## src/rtl/hf_mod_detect_ssp.sv

```systemverilog
// ISO14443 reader-side receive path: edge filter on the ADC stream, per-window
// load-modulation decision, and SSP serialisation of decisions with a per-frame 1-bit count.
module hf_mod_detect_ssp #(
    parameter int ADC_W       = 8,
    parameter int SUB_LOG2    = 4,
    parameter int FRAME_LOG2  = 3,
    parameter int RESET_PHASE = 3
) (
    input  logic                  osc_clk,
    input  logic                  nrst,
    input  logic [ADC_W-1:0]      adc_d,
    input  logic [ADC_W-1:0]      threshold,
    input  logic                  listen,
    input  logic                  resync,
    output logic                  curbit,
    output logic                  ssp_clk,
    output logic                  ssp_frame,
    output logic                  ssp_din,
    output logic [FRAME_LOG2:0]   mod_count,
    output logic                  frame_done
);

    localparam int CW = SUB_LOG2 + FRAME_LOG2;
    localparam int FW = ADC_W + 3;
    localparam int AW = FRAME_LOG2 + 1;

    localparam logic [SUB_LOG2-1:0] WIN_ZERO   = '0;
    localparam logic [SUB_LOG2-1:0] WIN_DECIDE = SUB_LOG2'(RESET_PHASE);
    localparam logic [SUB_LOG2-1:0] WIN_HALF   = SUB_LOG2'(2 ** (SUB_LOG2 - 1));
    localparam logic [CW-1:0]       FRAME_SET  = CW'(2 ** (SUB_LOG2 - 1) - 1);
    localparam logic [CW-1:0]       FRAME_CLR  = CW'(2 ** SUB_LOG2 + 2 ** (SUB_LOG2 - 1) - 1);
    localparam logic [FRAME_LOG2-1:0] BIT_FIRST = '0;
    localparam logic signed [FW-1:0]  ZERO_F    = '0;

    logic [CW-1:0]          cnt_r;
    logic [ADC_W-1:0]       p1_r, p2_r, p3_r, p4_r;
    logic signed [FW-1:0]   fall_max_r, rise_min_r;
    logic [AW-1:0]          acc_r;
    logic                   curbit_r, ssp_clk_r, ssp_frame_r, ssp_din_r, frame_done_r;
    logic [AW-1:0]          mod_count_r;

    logic [SUB_LOG2-1:0]    win_s;
    logic [FRAME_LOG2-1:0]  bitidx_s;
    logic signed [FW-1:0]   f_s, thr_s, neg_thr_s;
    logic                   bit_s;

    // Window phase, bit index, filter output and the bit about to be sent.
    always_comb begin
        win_s     = cnt_r[SUB_LOG2-1:0];
        bitidx_s  = cnt_r[CW-1:SUB_LOG2];
        // Zero-extended operands: three headroom bits make wrap-around impossible.
        f_s       = ({2'b00, p4_r, 1'b0} + {3'b000, p3_r}) - ({2'b00, adc_d, 1'b0} + {3'b000, p1_r});
        thr_s     = {3'b000, threshold};
        neg_thr_s = -thr_s;
        bit_s     = listen & curbit_r;
    end

    // Phase counter; resync restarts it so the next edge is a bit boundary.
    always_ff @(posedge osc_clk or negedge nrst) begin
        if (!nrst) begin
            cnt_r <= '0;
        end else if (resync) begin
            cnt_r <= '0;
        end else begin
            cnt_r <= cnt_r + CW'(1);
        end
    end

    // ADC delay line feeding the edge filter.
    always_ff @(posedge osc_clk or negedge nrst) begin
        if (!nrst) begin
            p1_r <= '0;
            p2_r <= '0;
            p3_r <= '0;
            p4_r <= '0;
        end else begin
            p1_r <= adc_d;
            p2_r <= p1_r;
            p3_r <= p2_r;
            p4_r <= p3_r;
        end
    end

    // Edge trackers and the per-window decision.
    always_ff @(posedge osc_clk or negedge nrst) begin
        if (!nrst) begin
            fall_max_r <= ZERO_F;
            rise_min_r <= ZERO_F;
            curbit_r   <= 1'b0;
        end else if (win_s == WIN_DECIDE) begin
            curbit_r   <= listen & (fall_max_r > thr_s) & (rise_min_r < neg_thr_s);
            fall_max_r <= ZERO_F;
            rise_min_r <= ZERO_F;
        end else if (!listen) begin
            fall_max_r <= ZERO_F;
            rise_min_r <= ZERO_F;
        end else if ((f_s > ZERO_F) && (f_s > fall_max_r)) begin
            fall_max_r <= f_s;
        end else if (f_s < rise_min_r) begin
            rise_min_r <= f_s;
        end
    end

    // Serial bit stage and per-frame modulation count.
    always_ff @(posedge osc_clk or negedge nrst) begin
        if (!nrst) begin
            ssp_din_r    <= 1'b0;
            acc_r        <= '0;
            mod_count_r  <= '0;
            frame_done_r <= 1'b0;
        end else if (win_s == WIN_ZERO) begin
            ssp_din_r <= bit_s;
            if (bitidx_s == BIT_FIRST) begin
                acc_r        <= {{(AW-1){1'b0}}, bit_s};
                mod_count_r  <= acc_r;
                frame_done_r <= 1'b1;
            end else begin
                acc_r        <= acc_r + {{(AW-1){1'b0}}, bit_s};
                frame_done_r <= 1'b0;
            end
        end else begin
            frame_done_r <= 1'b0;
        end
    end

    // SSP clock and frame strobes derived from the phase counter.
    always_ff @(posedge osc_clk or negedge nrst) begin
        if (!nrst) begin
            ssp_clk_r   <= 1'b0;
            ssp_frame_r <= 1'b0;
        end else begin
            if (win_s == WIN_ZERO) begin
                ssp_clk_r <= 1'b1;
            end else if (win_s == WIN_HALF) begin
                ssp_clk_r <= 1'b0;
            end
            if (cnt_r == FRAME_SET) begin
                ssp_frame_r <= 1'b1;
            end else if (cnt_r == FRAME_CLR) begin
                ssp_frame_r <= 1'b0;
            end
        end
    end

    assign curbit     = curbit_r;
    assign ssp_clk    = ssp_clk_r;
    assign ssp_frame  = ssp_frame_r;
    assign ssp_din    = ssp_din_r;
    assign mod_count  = mod_count_r;
    assign frame_done = frame_done_r;

endmodule

```

## config.mk

```make
export PLATFORM = sky130hd
export DESIGN_NAME = hf_mod_detect_ssp
export DESIGN_NICKNAME = d
export VERILOG_FILES = /design/src/rtl/hf_mod_detect_ssp.sv
export SDC_FILE = /design/constraint.sdc
export NUM_CORES = 1
export LEC_CHECK = 0
export CORE_ASPECT_RATIO = 0.6
export CORE_MARGIN = 1.5
export CORE_UTILIZATION = 50
export CTS_CLUSTER_SIZE = 10
export DETAILED_ROUTE_END_ITERATION = 8
export PLACE_DENSITY_LB_ADDON = 0.05
export SYNTH_ARGS = -nofsm -noshare
export SYNTH_HDL_FRONTEND = slang
export SYNTH_SLANG_ARGS = --single-unit
```

## constraint.sdc

```tcl
create_clock -name osc_clk -period 7.86 [get_ports osc_clk]
set_input_delay 1.179 -clock osc_clk [delete_from_list [all_inputs] [get_ports osc_clk]]
set_output_delay 1.179 -clock osc_clk [all_outputs]
set_load 0.03 [all_outputs]
```

==> results of run 1 <==
cell usage after synthesis (all sizes together), types with 6 or more instances:
library cell,number,share of area
nand4,9,0.012
ha,60,0.16
xnor2,7,0.013
mux2,6,0.014
o21ai,23,0.025
nand2,37,0.030
dfrtp,74,0.39
a21o,10,0.016
nor2,19,0.015
a21oi,27,0.029
fa,13,0.055
xor2,7,0.013
nand3,16,0.017
nor3,9,0.0096
inv,77,0.062
mux2i,6,0.013
nand2b,6,0.0080
power groups by stage:
stage | Sequential [W] | Clock [W] | Combinational [W]
2_1_floorplan | 0.000479 | 0 | 0.000575
3_3_place_gp | 0.000488 | 0 | 0.000751
3_5_place_dp | 0.000488 | 0 | 0.000767
4_1_cts | 0.000482 | 0.000493 | 0.000780
5_1_grt | 0.000489 | 0.000512 | 0.000887
6_report | 0.000482 | 0.000483 | 0.000787
worst paths after layout:
kind / cells past startpoint / endpoint
max in group asynchronous: 1 / p1_r[4]
worst max register to register: 15 / rise_min_r[1]
worst min-delay path: 0 / p3_r[2]
min in group asynchronous: 1 / fall_max_r[10]
worst min register to register: 0 / p3_r[2]
worst max-delay path: 16 / rise_min_r[1]
cells in the final DEF, fill, tap and decap left out, drive strengths merged, types with 5 or more instances in the layout:
cell / count
mux2: 6
a21o: 10
nor2: 19
xor2: 7
a21oi: 27
clkdlybuf4s50: 27
ha: 60
or3: 5
mux2i: 6
fa: 13
o21ai: 23
nor3: 9
nand4: 9
inv: 77
nand2: 37
clkbuf: 11
nand2b: 6
xnor2: 7
dfrtp: 74
nand3: 16
through the flow:
stage	power (W)	worst slack, ns
floorplan	0.001054	2.459
global placement	0.001239	1.519
detailed placement	0.001255	1.330
CTS	0.001755	1.642
global route	0.001888	1.326
finish	0.001752	1.568
state kept, by name (all words and copies together), names as in the netlist:
register / flops
ssp_din: 1
ssp_frame: 1
mod_count: 4
fall_max_r: 11
p2_r: 8
p3_r: 8
rise_min_r: 11
ssp_clk: 1
acc_r: 4
cnt_r: 7
frame_done: 1
p1_r: 8
p4_r: 8
curbit: 1
cells by family (layout without fill, tap and decap cells):
family | Yosys count | in the layout | synth area share
muxes | 12 | 12 | 0.02721
DFF | 74 | 74 | 0.3948
adders and majority gates | 73 | 73 | 0.2155
buffers and inverters | 84 | 122 | 0.07068
xor gates and xnor gates | 14 | 14 | 0.02614
AOI/OAI and AO/OA | 95 | 95 | 0.1379
and+or+nand+nor | 120 | 120 | 0.1278
critical path: stages:
cell             delay, ns
clkdlybuf4s50_1       0.45
fa_1                  0.52
fa_1                  0.51
inv_1                 0.04
ha_1                  0.43
a21o_1                0.24
a21oi_1               0.24
mux2i_1               0.22
nand4_1               0.31
ha_1                  0.42
nand4_1               0.14
a211o_1               0.31
a211oi_2              0.51
o41a_1                0.42
or2_1                 0.35
mux2i_1               0.24
cell type report:
| type | instances | area (µm²) | share of cell area |
|---|---|---|---|
| repair buffers | 30 | 292.8 | 0.05367 |
| inverters | 77 | 289.0 | 0.05298 |
| multi-input cells | 314 | 2507 | 0.4596 |
| flip-flops and latches | 74 | 1852 | 0.3395 |
| clock buffers | 11 | 252.7 | 0.04633 |
| well taps | 130 | 162.7 | 0.02982 |
| clock inverters | 4 | 98.84 | 0.01812 |
layer usage:
layer / up-vias / global-route usage / part of all wire
met5: - / 0 / 0
met4: 0 / 0.05393 / 0.010
met3: 9 / 0.06817 / 0.079
met2: 79 / 0.2962 / 0.40
met1: 1648 / 0.3268 / 0.51
li1: 1694 / - / -
==> flow_summary_export.csv, run 1 <==
group,metric,value,unit
status,status,"finished clean",
clock_tree,clock_path_buffers,2,
synthesis,yosys.cell_types.count,55,
timing,grt_setup_unrepaired,"false",
worst_hold_path,min_from,"p2_r[2]",
critical_path,setup.worst_path.class,"primary input to flop",
synthesis,post_synth_instance_area,4691,µm²
pwr,vdd.ir_drop.worst,0.1486,mV
layout,share_of_layout_cells_above_drive_strength_1,0.06078,
layout,finish.instance_area,5455,µm²
timing,layout_min_cycle_time,6.292,ns
floorplanning,chipHeight,78.03,µm
timing,maxSlewViolCount,0,
run,max_cap_viol_count,0,
grt,total_gr_overflow,0,
layout,n_fill_cell,798,
layout,finalNonFillerCells,640,
critical_path,worst-r2r-setup-slack,2.49,ns
layout,area_growth_syn_to_layout,16.30,%
timing,setup_viol_count_final,0,
placed_design,count_of_input_and_output_buffers,28,
detailed_routing,drt.antenna.violating_nets,0,
clock_tree,path_clk_slew,0.06,ns
placed_design,gp_routability_congestion,0.8803,
pwr,power.net_switching,0.0006716,W
worst_hold_path,hold_path_class,"flop to flop",
synthesis,yosysSeqAreaShare,0.3948,
clock_tree,latest_clock_arrival_within_the_worst_skew_pair,0.33,ns
placed_design,placed_instance_area,5104,µm²
detailed_routing,viasPerCell,5.359,
pwr,static_power_due_to_leakage,2.645,nW
clock_tree,cts_inserted_buffers,9,
clock_tree,cts-hold-fix-buffers,0,
timing,fin_crit_sh,0.8006,
synthesis,cells_after_synthesis,472,
clock_tree,clock_sinks,74,
floorplanning,rows,27,
layout,post_route_utilization,0.5959,
synthesis,postSynthRegisterBits,74,
synthesis,synth_top_flop_cell,"dfrtp_1",
grt,grt_total_usage,0.2156,
synthesis,synthArstFlopShare,1.000,
timing,hold_ws,0.3419,ns
critical_path,crit_required,8.11,ns
placed_design,dpl.hpwl,7500,µm
pwr,power_frac_comb,0.449,
pwr,internal_power,0.001081,W
grt,number_of_antenna_violations_at_the_first_check_in_global_routing,0,
clock_tree,post_cts_resize_count,0,
timing,relSlewSlack,0.3749,
grt,pin_count_of_the_biggest_net_entering_global_routing,75,
detailed_routing,initialDrtViolationCount,186,
timing,finClkSkew,0.005734,ns
detailed_routing,drt_wl_total,9786,µm
layout,antenna_cells,0,
synthesis,ys_warn_count,0,
timing,final.setup.tns,0,ns
floorplanning,floorplan.initialDensity,0.5124,
floorplanning,ports_placed_on_the_boundary,29,
floorplanning,die_span_in_x,128.0,µm
grt,via_count_of_the_first_global_routing_pass,3366,
timing,hold_violations,0,
placed_design,dpl.cell_count,625,
critical_path,origin_of_the_worst_setup_path,"adc_d[5]",
pwr,seq_power_share,0.275,
pwr,pd_cells,321.2,nW/µm²
detailed_routing,drt_pass1_iterations,4,
synthesis,number_of_enable_flip_flop_cells_after_synthesis,0,
floorplanning,core_region_area,9155,µm²
detailed_routing,num_vias,3430,
floorplanning,full_die_area,9991,µm²
timing,tightestPinTransition,0.9376,ns
layout,final_net_count,599,
clock_tree,post-cts-setup-buffers,0,
timing,fmax,158.9,MHz
detailed_routing,drc,0,
detailed_routing,route.detailed.wl_per_inst,15.29,µm
critical_path,cp_max_fo,12,
critical_path,timing.critical_path.to_type,"flop",
clock_tree,clockRootBuffer,"clkbuf_16",
pwr,power.switching_fraction,0.3833,
critical_path,start_kind,"primary input",
clock_tree,htree_num_levels,3,
synthesis,syn_nets,565,
critical_path,timing.critical_path.arrival,6.54,ns
pwr,pwr-share-clk,0.276,
synthesis,synth_area_per_cell,9.938,µm²
critical_path,r2r-start,"p1_r[6]",
clock_tree,tritoncts,"yes",
grt,first_pass_grt_wire_length,16390,µm
Note: power is estimated with default switching activity, not from simulation.
==> run 2, diff against run 1 <==
==> constraint.sdc (replaced) <==
create_clock -name osc_clk -period 6.29 [get_ports osc_clk]
set_input_delay 0.9435 -clock osc_clk [delete_from_list [all_inputs] [get_ports osc_clk]]
set_output_delay 0.9435 -clock osc_clk [all_outputs]
set_load 0.03 [all_outputs]
==> run 2 against run 1 <==
  * Final cell count is 0.63% higher
  * Critical endpoint unchanged
  * Hold slack better by 0.0042 ns
  * Highest routed layer unchanged
  * First-iteration DRC count is 21% higher
  * Total power is 21% higher
  * Register-to-register slack worse by 1.1 ns
  * Flip-flop and latch count stayed put
  * Global-route usage is 0.21 points lower
  * Clock skew hardly changed
  * Via count is 1.2% higher
==> flow_summary_export.csv, run 2 (synthesis gave the netlist of run 1 again) <==
group,metric,value,unit
critical_path,start_kind,"primary input",
critical_path,worst-r2r-setup-slack,1.40,ns
critical_path,timing.critical_path.arrival,5.83,ns
layout,reg.largest.list,"fall_max_r x11, rise_min_r x11",
critical_path,setup.worst_path.class,"primary input to flop",
detailed_routing,viasPerCell,5.391,
worst_hold_path,timing.hold.worst_path_depth,0,
pwr,pd_cells,389.9,nW/µm²
critical_path,timing.critical_path.to_type,"flop",
timing,final.setup.tns,0,ns
pwr,static_power_due_to_leakage,2.629,nW
detailed_routing,drt_wl_total,9640,µm
critical_path,reg2reg_depth,15,
critical_path,cp_max_fo,12,
layout,antenna_cells,0,
clock_tree,path_clk_slew,0.06,ns
timing,maxSlewViolCount,0,
timing,relSlewSlack,0.1102,
detailed_routing,drc,0,
clock_tree,latest_clock_arrival_within_the_worst_skew_pair,0.33,ns
worst_hold_path,hold_path_class,"flop to flop",
timing,grt_setup_unrepaired,"false",
detailed_routing,drt.antenna.violating_nets,0,
critical_path,r2r-start,"p1_r[6]",
timing,fin_crit_sh,0.8878,
layout,layout_commonest_cell,"inv_1",
floorplanning,floorplan.initialDensity,0.5124,
grt,pin_count_of_the_biggest_net_entering_global_routing,75,
clock_tree,post_cts_resize_count,0,
clock_tree,clock_path_buffers,2,
detailed_routing,drt_pass1_iterations,5,
grt,via_count_of_the_first_global_routing_pass,3301,
clock_tree,post-cts-setup-buffers,0,
timing,hold_violations,0,
clock_tree,cts_inserted_buffers,9,
critical_path,crit-reg2reg-capture,"rise_min_r[1]",
floorplanning,full_die_area,9991,µm²
grt,number_of_antenna_violations_at_the_first_check_in_global_routing,0,
floorplanning,die_span_in_x,128.0,µm
clock_tree,htree_num_levels,3,
detailed_routing,initialDrtViolationCount,225,
layout,final_net_count,602,
pwr,vdd.ir_drop.worst,0.1837,mV
clock_tree,clock_sinks,74,
clock_tree,clockRootBuffer,"clkbuf_16",
detailed_routing,num_vias,3472,
timing,finClkSkew,0.006134,ns
timing,fmax,179.1,MHz
worst_hold_path,hold_path_end,"p3_r[2]",
floorplanning,rows,27,
layout,n_fill_cell,809,
timing,setup_viol_count_final,0,
grt,total_gr_overflow,0,
floorplanning,chipHeight,78.03,µm
grt,grt_total_usage,0.2135,
critical_path,crit_required,6.54,ns
layout,area_growth_syn_to_layout,15.79,%
layout,commonest_cells_after_routing_fill_and_taps_aside,"inv_1 (77), dfrtp_1 (74), ha_1 (60)",
layout,finalNonFillerCells,644,
floorplanning,core_region_area,9155,µm²
detailed_routing,route.detailed.wl_per_inst,14.97,µm
critical_path,origin_of_the_worst_setup_path,"adc_d[5]",
pwr,fin_total_pwr,0.002118,W
clock_tree,tritoncts,"yes",
worst_hold_path,min_from,"p2_r[2]",
floorplanning,ports_placed_on_the_boundary,29,
placed_design,count_of_input_and_output_buffers,28,
run,max_cap_viol_count,0,
clock_tree,cts-hold-fix-buffers,0,
status,status,"finished clean",
grt,first_pass_grt_wire_length,16330,µm
timing,tightestPinTransition,1.320,ns
timing,hold_ws,0.3461,ns
layout,share_of_layout_cells_above_drive_strength_1,0.06809,
placed_design,dpl.hpwl,7508,µm
timing,layout_min_cycle_time,5.584,ns
placed_design,dpl.cell_count,628,
placed_design,gp_routability_congestion,0.9038,
==> run 2: stage by stage <==
step	util	worst slack [ns]	area [µm²]
2_1_floorplan	-	1.124	4691
3_3_place_gp	0.5599	0.5433	5126
3_5_place_dp	0.5599	0.3861	5126
4_1_cts	0.5933	0.7336	5431
5_1_grt	0.5933	0.3635	5431
6_report	0.5933	0.7060	5431
==> run 2: where the power goes <==
part,internal (W),switching (W)
Combinational,0.000412,0.000584
Sequential,0.000544,0.0000590
Clock,0.000318,0.000202
==> run 2: worst max path at each step <==
| stage | to | slack (ns) | depth (start not counted) |
|---|---|---|---|
| floorplan | rise_min_r[1] | 1.12 | 17 |
| global placement | rise_min_r[0] | 0.54 | 16 |
| detailed placement | rise_min_r[9] | 0.39 | 18 |
| CTS | rise_min_r[9] | 0.73 | 18 |
| global route | rise_min_r[9] | 0.36 | 18 |
| finish | rise_min_r[1] | 0.71 | 16 |
==> run 2: area by class of cell <==
| cell class | count | area, µm² | share of cell area |
|---|---|---|---|
| clock buffers | 10 | 239.0 | 0.04400 |
| clock inverters | 6 | 66.31 | 0.01221 |
| inverters | 77 | 289.0 | 0.05321 |
| multi-input cells | 314 | 2507 | 0.4616 |
| flip-flops and latches | 74 | 1852 | 0.3409 |
| well taps | 130 | 162.7 | 0.02995 |
| repair buffers | 33 | 315.3 | 0.05805 |
==> run 2: worst max-delay path: stages <==
cell and delay, ns:
clkdlybuf4s50_1 0.44, fa_1 0.51, fa_1 0.51, inv_1 0.04, ha_1 0.42, a21o_1 0.25
a21oi_1 0.24, mux2i_1 0.22, nand4_1 0.33, ha_1 0.43, nand4_1 0.13, a211o_1 0.30
a211oi_2 0.30, o41a_1 0.23, or2_1 0.29, mux2i_1 0.23
==> run 2: per-layer routing <==
layer	track usage	part of all wire	vias up
met1	0.3326	0.54	1675
met4	0.05843	0.0081	0
met5	0	0	-
met2	0.2903	0.39	77
li1	-	-	1713
met3	0.05521	0.063	7
